File: src/rtl/dpram_pkg.sv
// Shared sizing defaults for the dual-port RAM, its interface and its bench.
package dpram_pkg;
   localparam int unsigned DPRAM_DATA_WIDTH = 8;
   localparam int unsigned DPRAM_ADDR_WIDTH = 4;
   localparam int unsigned DPRAM_DEPTH      = 1 << DPRAM_ADDR_WIDTH;
endpackage

File: src/rtl/dpram.sv
// Single-clock simple dual-port RAM: one write port, one registered read port,
// read-first on same-address collision, synchronous clear of all words.
module dpram
   import dpram_pkg::*;
#(
   parameter int unsigned DATA_WIDTH = DPRAM_DATA_WIDTH,
   parameter int unsigned ADDR_WIDTH = DPRAM_ADDR_WIDTH
) (
   input  logic                  clk,
   input  logic                  reset,
   input  logic                  wr_en,
   input  logic                  rd_en,
   input  logic [ADDR_WIDTH-1:0] wr_addr,
   input  logic [ADDR_WIDTH-1:0] rd_addr,
   input  logic [DATA_WIDTH-1:0] data_in,
   output logic [DATA_WIDTH-1:0] data_out
);
   localparam int unsigned DEPTH = 1 << ADDR_WIDTH;

   logic [DATA_WIDTH-1:0] mem [DEPTH];

   // Read samples the pre-edge word, so a same-address write lands after the read.
   always_ff @(posedge clk) begin
      if (reset) begin
         for (int i = 0; i < int'(DEPTH); i++) begin
            mem[i] <= '0;
         end
         data_out <= '0;
      end else begin
         if (wr_en) begin
            mem[wr_addr] <= data_in;
         end
         if (rd_en) begin
            data_out <= mem[rd_addr];
         end
      end
   end
endmodule

File: config.mk
export PLATFORM = sky130hd
export DESIGN_NAME = dpram
export DESIGN_NICKNAME = d
export VERILOG_FILES = /design/src/rtl/dpram_pkg.sv /design/src/rtl/dpram.sv
export SDC_FILE = /design/constraint.sdc
export NUM_CORES = 1
export LEC_CHECK = 0
export BUFFER_PORTS_ARGS = -buffer_cell sky130_fd_sc_hd__buf_2
export CAP_MARGIN = 40
export CORE_ASPECT_RATIO = 1.25
export CORE_MARGIN = 4
export CORE_UTILIZATION = 55
export DETAILED_ROUTE_END_ITERATION = 8
export PLACE_DENSITY_LB_ADDON = 0.2
export SETUP_SLACK_MARGIN = 0.5
export SLEW_MARGIN = 15
export SYNTH_ARGS = -nofsm -noshare
export SYNTH_HDL_FRONTEND = slang
export SYNTH_SLANG_ARGS = --single-unit
File: constraint.sdc
create_clock -name clk -period 3.55 [get_ports clk]
set_input_delay 0.5325 -clock clk [delete_from_list [all_inputs] [get_ports clk]]
set_output_delay 0.5325 -clock clk [all_outputs]
set_load 0.02 [all_outputs]
==> run metrics, run 1 <==
Num CTS Buffers 17; period utilisation layout 57.79%; vias 3757; core footprint 11080 um2; iteration count of the initial detailed-routing pass 4; commonest cells after routing, fill and taps aside 129 x and2_1, 128 x edfxtp_1, 64 x mux2i_1, 26 x buf_2; Yosys reg bits 136; Setup TNS Final 0 ps; FMAX 487.4 MHz; Final Max Slew Viols 0; share of layout cells above drive strength 1 14.09%; Reg2Reg Launch Point mem[15][2]; net count after synthesis 491; Cell variety after synth 23; Worst Setup Start Kind input pin; worst setup path class in -> reg; die height 127.1 um; Slew @ Worst Pin 817.4 ps; Final Wtd Congestion 0.8197; Vias/cell 5.816; first-pass GRT wire length 21530 um; Max VDD drop 0.2932 mV; final setup vio count 0; Clock Sinks 136; register area 4004 um2; IO buf count 27; worst-skew pair later-pin latency 410 ps; R2R setup slack 2360 ps; initial core utilization 56.29%; crit path capture mem[2][1]; Root Driver clkbuf_16; crit path launch reset; number of global-route vias before repair 3834; Post-CTS Hold Fix Bufs 0; global route overflow 0; Critical R2R Capture data_out[2]; status finished clean; wirelength, routed 14160 um; Hold Vio Cnt, Final 0; register area share after synthesis 64.18%; R2R cell count 4; Post-DP HPWL 9513 um; unrepaired setup endpoints after global routing no; Req. time, crit path 3660 ps; maximum clock path buffer count 2; number of antenna violations at the first check in global routing 0; Post-CTS Setup Bufs 0; CP max FO 22; Worst slew margin 45.09%; synthesized instance count 471; total global-route track usage 23.19%; Pwr per Cell Area 526.3 nW/um2; CTS tree done; nets@finish 518; Post-Syn Area per Cell 13.25 um2; Ports 28; Routed Antenna Nets 0; post-DR wirelength/cell 21.91 um; CTS clock-pin slew for the worst setup and hold paths 60 ps; Site Rows 43; Critical Path AT 2160 ps; LEAKAGE 2.685 nW; Tmin final 2052 ps; commonest non-fill, non-tap cell in the layout and2_1; H-tree levels 4; worst hold-check slack 447.9 ps; Yosys warnings 0; worst clock skew 5.620 ps; width of the die 103.3 um; area of the multi-input gates 2117 um2; Mapped Area 6238 um2; die area 13120 um2; min-delay worst type reg -> reg; largest net degree at the start of global routing 34; DR iter-0 viols 241; cts repair resizes 0; critical path endpoint category flop; Layout fillers 843; antenna cells 0; Max Cap Viol 0; DRC 0; P&R area growth vs syn 12.29%
cells in the mapped netlist:
cell       number  area (um2)
a21oi_1         8       40.04
a22oi_1        24       180.2
and2_1        129       807.0
buf_2           4       20.02
buf_4           6       45.04
clkbuf_1       14       52.55
dfxtp_1         8       160.2
edfxtp_1      128        3844
mux2i_1        64       640.6
nand2_1        18       67.56
nand2b_1        3       18.77
nand3_1        24       120.1
nand3b_1        1       7.510
nand4b_1        1       8.760
nand4bb_1       1       11.26
nor2_1         14       52.55
nor2b_1         2       12.51
nor3_1          2       10.01
nor3_2          2       20.02
nor3b_1         1       7.510
nor3b_2         1       12.51
or2_1           8       50.05
or2_2           8       50.05
layout make-up:
cell class,count,share of cell area [%]
Sequential cell,136,57.15
Multi-Input combinational cell,311,30.22
Clock buffer,23,6.823
Timing Repair Buffer,32,2.679
Tap cell,135,2.411
Clock inverter,9,0.7144
kinds of logic (layout without fill, tap and decap cells):
| logic type | after synthesis | after routing | synth area share [%] |
|---|---|---|---|
| AO/OA/AOI/OAI | 32 | 32 | 3.530 |
| flip-flops | 136 | 136 | 64.18 |
| AND/OR/NAND/NOR | 215 | 215 | 20.14 |
| multiplexers | 64 | 64 | 10.27 |
| buffers and inverters | 24 | 64 | 1.885 |
layer usage:
metal	wire length [um]	vias to the layer above	GRT usage [%]
met5	0	-	0
met4	558	0	11.74
met3	909	36	5.079
met2	7156	151	37.51
met1	5533	1820	29.11
li1	-	1750	-
power by group:
part / total [W] / internal (W) / switching [W]
Combinational: 0.000263 / 0.0000873 / 0.000176
Clock: 0.00154 / 0.000937 / 0.000605
Sequential: 0.00188 / 0.00185 / 0.0000335
Total: 0.00369 / 0.00287 / 0.000814
flip-flops by register name, summed over array words and instances, names as in the netlist:
| register | count |
|---|---|
| data_out | 8 |
| mem | 128 |
worst max-delay path, stage by stage:
cell	delay, ps
buf_2	250
nand4bb_1	340
nor3_1	680
or2_2	350
worst min-delay path by stage:
| stage | from | end | slack [ps] | cells after the start |
|---|---|---|---|---|
| after global placement | data_out[4] | data_out[4] | 430 | 2 |
| after floorplan | data_out[0] | data_out[0] | 540 | 2 |
| after CTS | data_out[1] | data_out[1] | 450 | 2 |
| after detailed placement | data_out[1] | data_out[1] | 440 | 2 |
| after global routing | data_out[1] | data_out[1] | 480 | 2 |
| final | data_out[2] | data_out[2] | 450 | 2 |
per-stage QoR:
stage,total power [W],instances,cell area [um2],worst slack (ps),util (%)
5_1_grt,0.003799,646,7005,1375,63.21
4_1_cts,0.003700,646,7005,1522,63.21
6_report,0.003687,646,7005,1498,63.21
2_1_floorplan,0.002067,471,6238,1779,-
3_5_place_dp,0.002176,614,6477,1102,58.44
3_3_place_gp,0.002164,612,6450,1165,58.20
(Power assumes the default switching activity.)
==> inputs of run 2 (changes only) <==
==> constraint.sdc (replaced) <==
create_clock -name clk -period 1.85 [get_ports clk]
set_input_delay 0.2775 -clock clk [delete_from_list [all_inputs] [get_ports clk]]
set_output_delay 0.2775 -clock clk [all_outputs]
set_load 0.02 [all_outputs]
==> run 2 against run 1 <==
  * First-iteration DRC count increased by 5.0%
  * Routed wire length fell by 5.6%
  * Hold slack got worse by 150 ps
  * Core utilization up 2.9 points
  * Clock power grew 120%
  * Die area is the same
  * Via count fell by 0.72%
  * Cell count rose by 3.4%
  * Non-clock buffer count up 22
  * Sequential share of layout area fell by 2.5 points
  * Global-route usage fell by 1.3 points
  * Count of clock-buffer cells in the layout fell by 4
==> run metrics, run 2 (synthesized netlist as in run 1, its figures left out) <==
worst hold-check slack 299.6 ps; initial core utilization 56.29%; iteration count of the initial detailed-routing pass 5; Root Driver clkbuf_16; worst-skew pair later-pin latency 410 ps; die height 127.1 um; Layout fillers 788; total global-route track usage 21.93%; Post-DP HPWL 9107 um; Post-CTS Setup Bufs 0; Placement Setup Slack 239.6 ps; Setup TNS Final 0 ps; Req. time, crit path 1570 ps; Num CTS Buffers 17; Tmin final 1188 ps; Max VDD drop 0.6177 mV; Largest register FFs 128; largest register by flop count mem; Tot Pwr 0.007583 W; Clock Sinks 136; die area 13120 um2; Finished Layout Cells 668; commonest non-fill, non-tap cell in the layout and2_1; share of layout cells above drive strength 1 20.83%; Setup WS post-layout 662.5 ps; final setup vio count 0; core footprint 11080 um2; largest net degree at the start of global routing 21; CP max FO 2; worst setup path class reg -> out; commonest cells after routing, fill and taps aside 129 x and2_1, 128 x edfxtp_1, 64 x mux2i_1, 26 x buf_2, 26 x buf_4; kind of cell adding the most delay to the critical path flip-flops; placed cell count 636; DRC 0; Min-Delay Startpoint rd_en; period utilisation layout 64.19%; area of the multi-input gates 2176 um2; max incr delay on CP 330 ps; R2R setup slack 730 ps; number of global-route vias before repair 3759; Worst Hold Path Cells 4; unrepaired setup endpoints after global routing no; vias 3730; global route overflow 0; CTS clock-pin slew for the worst setup and hold paths 60 ps; Post-CTS Hold Fix Bufs 0; Ports 28; largest registers mem (128), data_out (8); Slew @ Worst Pin 543.4 ps; P&R area growth vs syn 17.43%; first-pass GRT wire length 20720 um; CTS tree done; CP Cell Sequence buf_2; DR iter-0 viols 253; R2R cell count 4; Min-Delay Endpoint data_out[2]; critical path endpoint category primary output; cts repair resizes 0; worst clock skew 7.779 ps; post-DR wirelength/cell 20.00 um; Buf+Inv Stages, Crit Path 1; Routed Antenna Nets 0; width of the die 103.3 um; Critical Path AT 910 ps; Reg2Reg Launch Point mem[14][4]; Vias/cell 5.584; FMAX 842.1 MHz; H-tree levels 4; Worst Setup Start Kind flop; register area 4004 um2; Site Rows 43; Max Cap Viol 0; nets@finish 540; Critical R2R Capture data_out[4]; LEAKAGE 2.845 nW; status finished clean; IO buf count 27; Final Max Slew Viols 0; maximum clock path buffer count 2; Critical-path top delay cell dfxtp_1; antenna cells 0; wirelength, routed 13360 um; Pwr per Cell Area 1035 nW/um2; number of antenna violations at the first check in global routing 0; min-delay worst type in -> reg; Final Wtd Congestion 0.8294; Hold Vio Cnt, Final 0; Worst slew margin 63.64%
[run 2: cell types whose count changed in the layout (fill, tap and decap cells not counted), sizes merged]
| cell | previous run | this run |
|---|---|---|
| buf | 32 | 54 |
| bufinv | 0 | 4 |
| clkbuf | 23 | 19 |
| clkinv | 7 | 6 |
| clkinvlp | 2 | 3 |
[run 2: per-stage QoR]
| step | instance area (um2) | utilization (%) |
|---|---|---|
| after floorplan | 6297 | - |
| final | 7326 | 66.10 |
| after CTS | 7326 | 66.10 |
| after global placement | 6714 | 60.58 |
| after detailed placement | 6714 | 60.58 |
| after global routing | 7326 | 66.10 |
[run 2: worst max-delay path by stage]
| stage | depth (start not counted) | endpoint | slack, ps | start |
|---|---|---|---|---|
| finish | 1 | data_out[2] | 660 | data_out[2] |
| global route | 5 | mem[1][1] | 590 | wr_addr[1] |
| CTS | 1 | data_out[4] | 650 | data_out[4] |
| detailed placement | 5 | mem[3][0] | 240 | reset |
| global placement | 5 | mem[3][6] | 250 | reset |
| floorplan | 4 | mem[0][0] | 440 | wr_addr[1] |
[run 2: area by class of cell]
cell class,count,area share [%]
sequential,136,54.65
multi-input combinational,311,29.70
clock buffer,19,5.909
timing repair buffer,54,4.987
clock inverter,13,2.442
tap,135,2.306
[run 2: power breakdown]
| group | switching (W) | internal, W |
|---|---|---|
| Sequential | 0.0000569 | 0.00354 |
| Clock | 0.00121 | 0.00224 |
| Combinational | 0.000336 | 0.000194 |
[run 2: per-layer routing]
metal	global-route usage (%)	vias to the layer above	wire length, um
met2	33.55	108	6501
li1	-	1802	-
met4	10.52	0	598
met5	0	-	0
met3	5.680	32	698
met1	29.11	1788	5562
